==> config.mk <==
export PLATFORM = sky130hd
export DESIGN_NAME = ifu_fetch
export DESIGN_NICKNAME = d
export VERILOG_FILES = /design/src/rtl/ifu_fetch.sv
export SDC_FILE = /design/constraint.sdc
export NUM_CORES = 1
export LEC_CHECK = 0
export ABC_AREA = 1
export BUFFER_PORTS_ARGS = -buffer_cell sky130_fd_sc_hd__buf_2
export CAP_MARGIN = 40
export CORE_AREA = 2 2 99 101
export CTS_CLUSTER_SIZE = 20
export DETAILED_ROUTE_END_ITERATION = 6
export DIE_AREA = 0 0 101 103
export PLACE_DENSITY_LB_ADDON = 0.08
export RECOVER_POWER = 100
export SKIP_CTS_REPAIR_TIMING = 1
export SLEW_MARGIN = 20
export SYNTH_ARGS = -nofsm -noshare
export SYNTH_HDL_FRONTEND = slang
export SYNTH_SLANG_ARGS = --single-unit
==> constraint.sdc <==
create_clock -name clk -period 1.09 [get_ports clk]
set_input_delay 0.0545 -clock clk [delete_from_list [all_inputs] [get_ports clk]]
set_output_delay 0.0545 -clock clk [all_outputs]
set_load 0.03 [all_outputs]
==> src/rtl/ifu_fetch.sv <==
// Instruction fetch unit: boots at RESET_PC, then fetches one instruction per next-PC handed in and delivers it to the IDU.
// Latency: npc accepted in cycle N -> AR at N+1, R at N+2, post_valid at N+3 with a zero-wait slave; each bus wait adds 1.
// Backpressure: one fetch in flight, handshake outputs held until taken; IFU_PERF_CNT_EN adds fetch/stall counters.
module ifu_fetch #(
    parameter logic [31:0] RESET_PC = 32'h8000_0000
) (
    input  logic        clk,
    input  logic        rst,
    input  logic        i_pre_valid,
    output logic        o_pre_ready,
    input  logic [31:0] i_ifu_npc,
    output logic        o_post_valid,
    input  logic        i_post_ready,
    output logic [31:0] o_ifu_pc,
    output logic [31:0] o_ifu_inst,
    output logic [31:0] o_araddr,
    output logic        o_arvalid,
    input  logic        i_arready,
    input  logic [31:0] i_rdata,
    input  logic [1:0]  i_rresp,
    input  logic        i_rvalid,
`ifdef IFU_PERF_CNT_EN
    output logic [63:0] o_ifu_fetch_cnt,
    output logic [63:0] o_ifu_stall_cnt,
`endif
    output logic        o_rready
);

    typedef enum logic [2:0] {
        ST_BOOT = 3'd0,
        ST_AR   = 3'd1,
        ST_R    = 3'd2,
        ST_OUT  = 3'd3,
        ST_IDLE = 3'd4
    } state_t;

    state_t      state;
    logic [31:0] pc;
    logic [31:0] inst;
    logic        pre_ready_q;
    logic        post_valid_q;
    logic        arvalid_q;
    logic        rready_q;

    // Handshake outputs are flops updated together with the state, so each one is high exactly in its own state.
    always_ff @(posedge clk) begin
        if (!rst) begin
            state        <= ST_BOOT;
            pc           <= RESET_PC;
            inst         <= 32'h0;
            pre_ready_q  <= 1'b0;
            post_valid_q <= 1'b0;
            arvalid_q    <= 1'b0;
            rready_q     <= 1'b0;
        end else begin
            case (state)
                ST_BOOT: begin
                    state     <= ST_AR;
                    arvalid_q <= 1'b1;
                end
                ST_AR: begin
                    if (i_arready) begin
                        state     <= ST_R;
                        arvalid_q <= 1'b0;
                        rready_q  <= 1'b1;
                    end
                end
                ST_R: begin
                    if (i_rvalid) begin
                        state        <= ST_OUT;
                        rready_q     <= 1'b0;
                        post_valid_q <= 1'b1;
                        // An error response delivers the all-zero word, an illegal encoding the IDU aborts on.
                        inst         <= (i_rresp == 2'b00) ? i_rdata : 32'h0;
                    end
                end
                ST_OUT: begin
                    if (i_post_ready) begin
                        state        <= ST_IDLE;
                        post_valid_q <= 1'b0;
                        pre_ready_q  <= 1'b1;
                    end
                end
                ST_IDLE: begin
                    if (i_pre_valid) begin
                        state       <= ST_AR;
                        pre_ready_q <= 1'b0;
                        arvalid_q   <= 1'b1;
                        pc          <= i_ifu_npc;
                    end
                end
                default: begin
                    state        <= ST_BOOT;
                    pre_ready_q  <= 1'b0;
                    post_valid_q <= 1'b0;
                    arvalid_q    <= 1'b0;
                    rready_q     <= 1'b0;
                end
            endcase
        end
    end

    assign o_pre_ready  = pre_ready_q;
    assign o_post_valid = post_valid_q;
    assign o_arvalid    = arvalid_q;
    assign o_rready     = rready_q;
    assign o_ifu_pc     = pc;
    assign o_ifu_inst   = inst;
    assign o_araddr     = {pc[31:2], 2'b00};

`ifdef IFU_PERF_CNT_EN
    logic [63:0] fetch_cnt;
    logic [63:0] stall_cnt;

    always_ff @(posedge clk) begin
        if (!rst) begin
            fetch_cnt <= 64'h0;
            stall_cnt <= 64'h0;
        end else begin
            if (rready_q && i_rvalid)
                fetch_cnt <= fetch_cnt + 64'h1;
            if ((arvalid_q && !i_arready) || (rready_q && !i_rvalid))
                stall_cnt <= stall_cnt + 64'h1;
        end
    end

    assign o_ifu_fetch_cnt = fetch_cnt;
    assign o_ifu_stall_cnt = stall_cnt;
`endif

endmodule

---- Word-level counts from Yosys, hierarchy flattened ----
Cells that the tools add are included.
word-level totals
  bits in registers ....................... 71
  input port bits ......................... 72
  output and inout port bits .............. 100
  word-level logic and storage cells ...... 50
cells by class
  equal/unequal tests ..................... 8
  mux-type cells .......................... 18
  bitwise logic cells ..................... 4
  reduce and logical (&&, ||, !) cells .... 13
operators with widths
  cell                                                                   number
  32-bit 2-to-1 mux                                                      1
  3-bit one-hot mux with 5 select lines                                  1
  3-bit 2-to-1 mux                                                       4
  3-bit AND reduction                                                    4
  1-bit one-hot mux with 3 select lines                                  3
  3-bit OR reduction                                                     3
  1-bit 2-to-1 mux                                                       8
  2-bit != test, second input constant                                   4
  3-bit by 2-bit equality test with 1-bit output, second input constant  2
  1-bit inverter                                                         4
  1-bit one-hot mux with 4 select lines                                  1
  2-bit AND reduction                                                    2
  4-bit AND reduction                                                    1
  3-bit by 1-bit equality test with 1-bit output, second input constant  1
  3-bit equality test, second input constant                             1
  3-bit logical NOT                                                      1
  2-bit logical NOT                                                      1
  2-bit OR reduction                                                     1

---- Depth between registers and ports, before layout ----
  depth in word-level cells ............... 4
  mapped depth ............................ 8
  mapped depth without buffers ............ 8

---- Worst setup path after synthesis ----
Ideal clock, no wire load.
  kind .................................... register -> register
  start ................................... reg state[0]
  end ..................................... reg state[0]
  arrival time ............................ 1.076 ns
  data required time ...................... 0.977 ns
  slack ................................... -0.099 ns
  cell stages (with the launch flop) ...... 8
  buffers on the path ..................... 0
  clock period less this slack ............ 1.189 ns
  cell sequence ........................... dfxtp_1 > nor2_4 > nand3_1 > nand2_1 > nor2_1 > nand2_1 > nand2_1 > nor2_1
between the ends
  longest elaborated chain between the ends .. 3
ends and longest elaborated chain
  item                                                                    RTL line  text
  start: declaration                                                      37        state_t state;
  start signal: assignment                                                48        state <= ST_BOOT;
  start signal: assignment                                                58        state <= ST_AR;
  start signal: assignment                                                63        state <= ST_R;
  3-bit by 2-bit equality test with 1-bit output (tied with other cells)  56        case (state)
  2-bit != test (no source line)                                          --
  4-bit AND reduction (no source line)                                    --
Several ways; a longest one is shown, not always the timed one.
A chain may end at the register's enable or synchronous reset.

---- Worst setup path in the final report ----
  start ................................... reg state[1]
  end ..................................... reg pc[13] (netlist: o_ifu_pc[13])
between the ends
  longest elaborated chain between the ends .. 2
ends and longest elaborated chain
  item                                  RTL line  text
  3-bit equality test                   56
  2-bit AND reduction (no source line)  --
  end signal: assignment                89        pc <= i_ifu_npc;
  end: declaration                      38        logic [31:0] pc;
No other way between the ends.

==> results.toml <==
[setup_path]
crit_type = "register to register"
cp_max_fo = 6
endpoint_kind = "register"
crit_path_max_incr_delay_ps = 380
rrSetupSlack_ps = -120
crit_chain = "nor2_4, nand3_4, inv_8, clkbuf_16, nand2_2, a21oi_1"
r2r_cells = 6
rr_endpoint = "o_ifu_pc[13]"
critPathCapture = "o_ifu_pc[13]"
startpoint = "state[1]"
crit_required_ps = 1360
r2r_start = "state[1]"
critPathLaunchType = "register"
crit_path_top_delay_cell = "dfxtp_4"
cp.arrival_ps = 1480

[placement]
place.gp.congestion = 0.819
placedInstanceArea_um2 = 4090
place_inst = 627
place_hpwl_mm = 5.67
port_buffers = 169

[timing]
min_period_ps = 1210
setup_viol = 68
final.setup.worst_slack_ps = -122
rsz0062_at_grt = "true"
max_freq_mhz = 825
hold_viol = 0
fin_worst_skew_ps = 5.96
finalCritPeriodShare = 1.11
slew_violations = 0

[cells_and_area]
stdcell_area_um2 = 5370
nNetsFinal = 669
n_fill_cell = 846
instances_no_fill = 716
final_layout_size_suffix_gt1_frac = 0.568
num_antenna_cells = 0
utilization = 0.568
synthToLayoutAreaGrowth_pct = 67.8

[pwr]
p_per_area_nw_per_um2 = 1300
p_int_mw = 4.77
p_sw_mw = 2.23
power.leakage_nw = 2.30
report.power.total_mw = 7.00
p_seq_frac = 0.413
swShare = 0.319
p_comb_frac = 0.286
clockPowerShare = 0.301
peakVddDrop_uv = 602

[outcome]
status = "finished with violations"
violations = "negative setup slack"

[synth]
syn_inst = 378
synth_area_um2 = 3200
synth.distinct_cells = 20
ys_top_cells_by_area = "dfxtp_1 (44%), nand2_1 (13%), nand3_2 (10%), a21oi_2 (8.2%), buf_4 (8.2%)"
avgSynthCellArea_um2 = 8.47
netlist_top_cells_count = "nand2_1 (110), dfxtp_1 (71), a21oi_1 (38)"
synth_seq_area_share = 0.444
ys.flop_type = "dfxtp_1"
synth.largest_area_cell = "dfxtp_1"
synth_edf_count = 0
async_reset_ff_frac = 0
synth_top_cell_area_share = 0.444
yosysWarnings = 0
synth.most_common_cell = "nand2_1"
ys_ff_latch = 71

[global_routing]
grt-ovfl-total = 0
grt_max_degree = 33
grt_pass1_wl_mm = 12.1
grt_pass1_vias = 2582
antenna_found_initial = 0
track_usage = 0.148

[clock_network]
cts_tree = "built"
cts_root_buffer = "clkbuf_8"
cts_made_buffers = 9
worstSkewPairLatency_ps = 340
cts_max_level = 3
clk_pin_slew_ps = 70
clk_path_buf_depth = 2
cts_sinks = 71

[worst_hold_path]
worstHoldPathType = "input port to register"

[drt]
first_iter_violations = 40
ant_nets = 0
drc_errors = 0
viasPerCell = 4.53
route.final.wire_length_mm = 9.18
vias = 3242
wl_per_cell_um = 12.8
dr.pass1.iters = 4

[flow_run]
cap_violations = 0

[floorplan]
start_util = 0.338
ios = 172
die_h_um = 103
core_um2 = 9460
die_area_um2 = 10400
row_count = 36
die_w_um = 101
-- state kept, by name, summed over array words and instances, names as in the netlist --
register,count
o_post_valid,1
o_ifu_pc,32
o_ifu_inst,32
state,3
o_pre_ready,1
o_rready,1
o_arvalid,1
-- kinds of logic after synthesis --
| logic type | Yosys count | synth area share |
|---|---|---|
| AO/OA/AOI/OAI | 69 | 0.144 |
| flip-flops | 71 | 0.444 |
| other | 1 | 0.00117 |
| buffers and inverters | 67 | 0.136 |
| AND/OR/NAND/NOR | 170 | 0.275 |
-- area by class of cell --
| type | instances | area (um^2) | share of cell area |
|---|---|---|---|
| clock buffer | 14 | 194 | 0.0361 |
| clock inverter | 2 | 10.0 | 0.00186 |
| inverter | 13 | 66.3 | 0.0123 |
| tap | 114 | 143 | 0.0265 |
| multi-input combinational | 241 | 1630 | 0.304 |
| sequential | 71 | 1430 | 0.267 |
| timing repair buffer | 261 | 1900 | 0.353 |
-- power by group through the flow --
stage | clock (mW) | sequential [mW] | combinational, mW
floorplan | 0 | 3.12 | 0.866
global placement | 0 | 2.92 | 1.62
detailed placement | 0 | 2.93 | 1.61
CTS | 2.21 | 2.87 | 1.61
global route | 2.29 | 2.91 | 2.17
finish | 2.11 | 2.89 | 2.00
-- placed cells by master, fill, tap and decap left out, types with 2 or more instances in the layout --
master / count
a21oi_1: 11
a21oi_2: 56
buf_12: 9
buf_2: 71
buf_4: 10
buf_6: 4
clkbuf_16: 5
clkbuf_2: 98
clkbuf_8: 12
clkinv_2: 2
conb_1: 2
dfxtp_1: 68
dfxtp_4: 3
dlygate4sd3_1: 65
inv_1: 9
inv_8: 2
nand2_1: 85
nand2_2: 15
nand2_4: 12
nand3_1: 8
nand3_2: 31
nand3_4: 4
nor2_1: 9
nor2_2: 2
nor2_4: 3
-- how the worst min path moves through the flow --
stage                        startpoint  depth (start not counted)            to
final                      i_post_ready                          3      state[2]
after global routing       i_post_ready                          3      state[2]
after CTS                 i_ifu_npc[31]                          3  o_ifu_pc[31]
after detailed placement  i_ifu_npc[31]                          3  o_ifu_pc[31]
after global placement    i_ifu_npc[31]                          3  o_ifu_pc[31]
after floorplan                     rst                          1  o_ifu_pc[31]
-- worst max-delay path: cells and delay by family, from the launching register on --
kind | cells | cell delay (ps)
AND/OR/NAND/NOR | 3 | 340
AO/OA/AOI/OAI | 1 | 120
buffers and inverters | 2 | 290
flip-flops | 1 | 380
-- through the flow --
stage	setup TNS (ps)	setup WS (ps)	hold WS [ps]
after floorplan	-216	-7.62	139
after global placement	-2770	-78.3	257
after CTS	-5150	-111	-102
after detailed placement	-4060	-93.4	263
final	-4750	-122	14.7
after global routing	-9510	-175	33.3
-- routing by layer --
layer  share of wire  up-vias  track usage
met3           0.066       11       0.0441
met1            0.44     1475        0.183
met5               0        -            0
li1                -     1632            -
met2            0.48      124        0.240
met4           0.013        0       0.0655
Note: power is estimated with default switching activity, not from simulation.
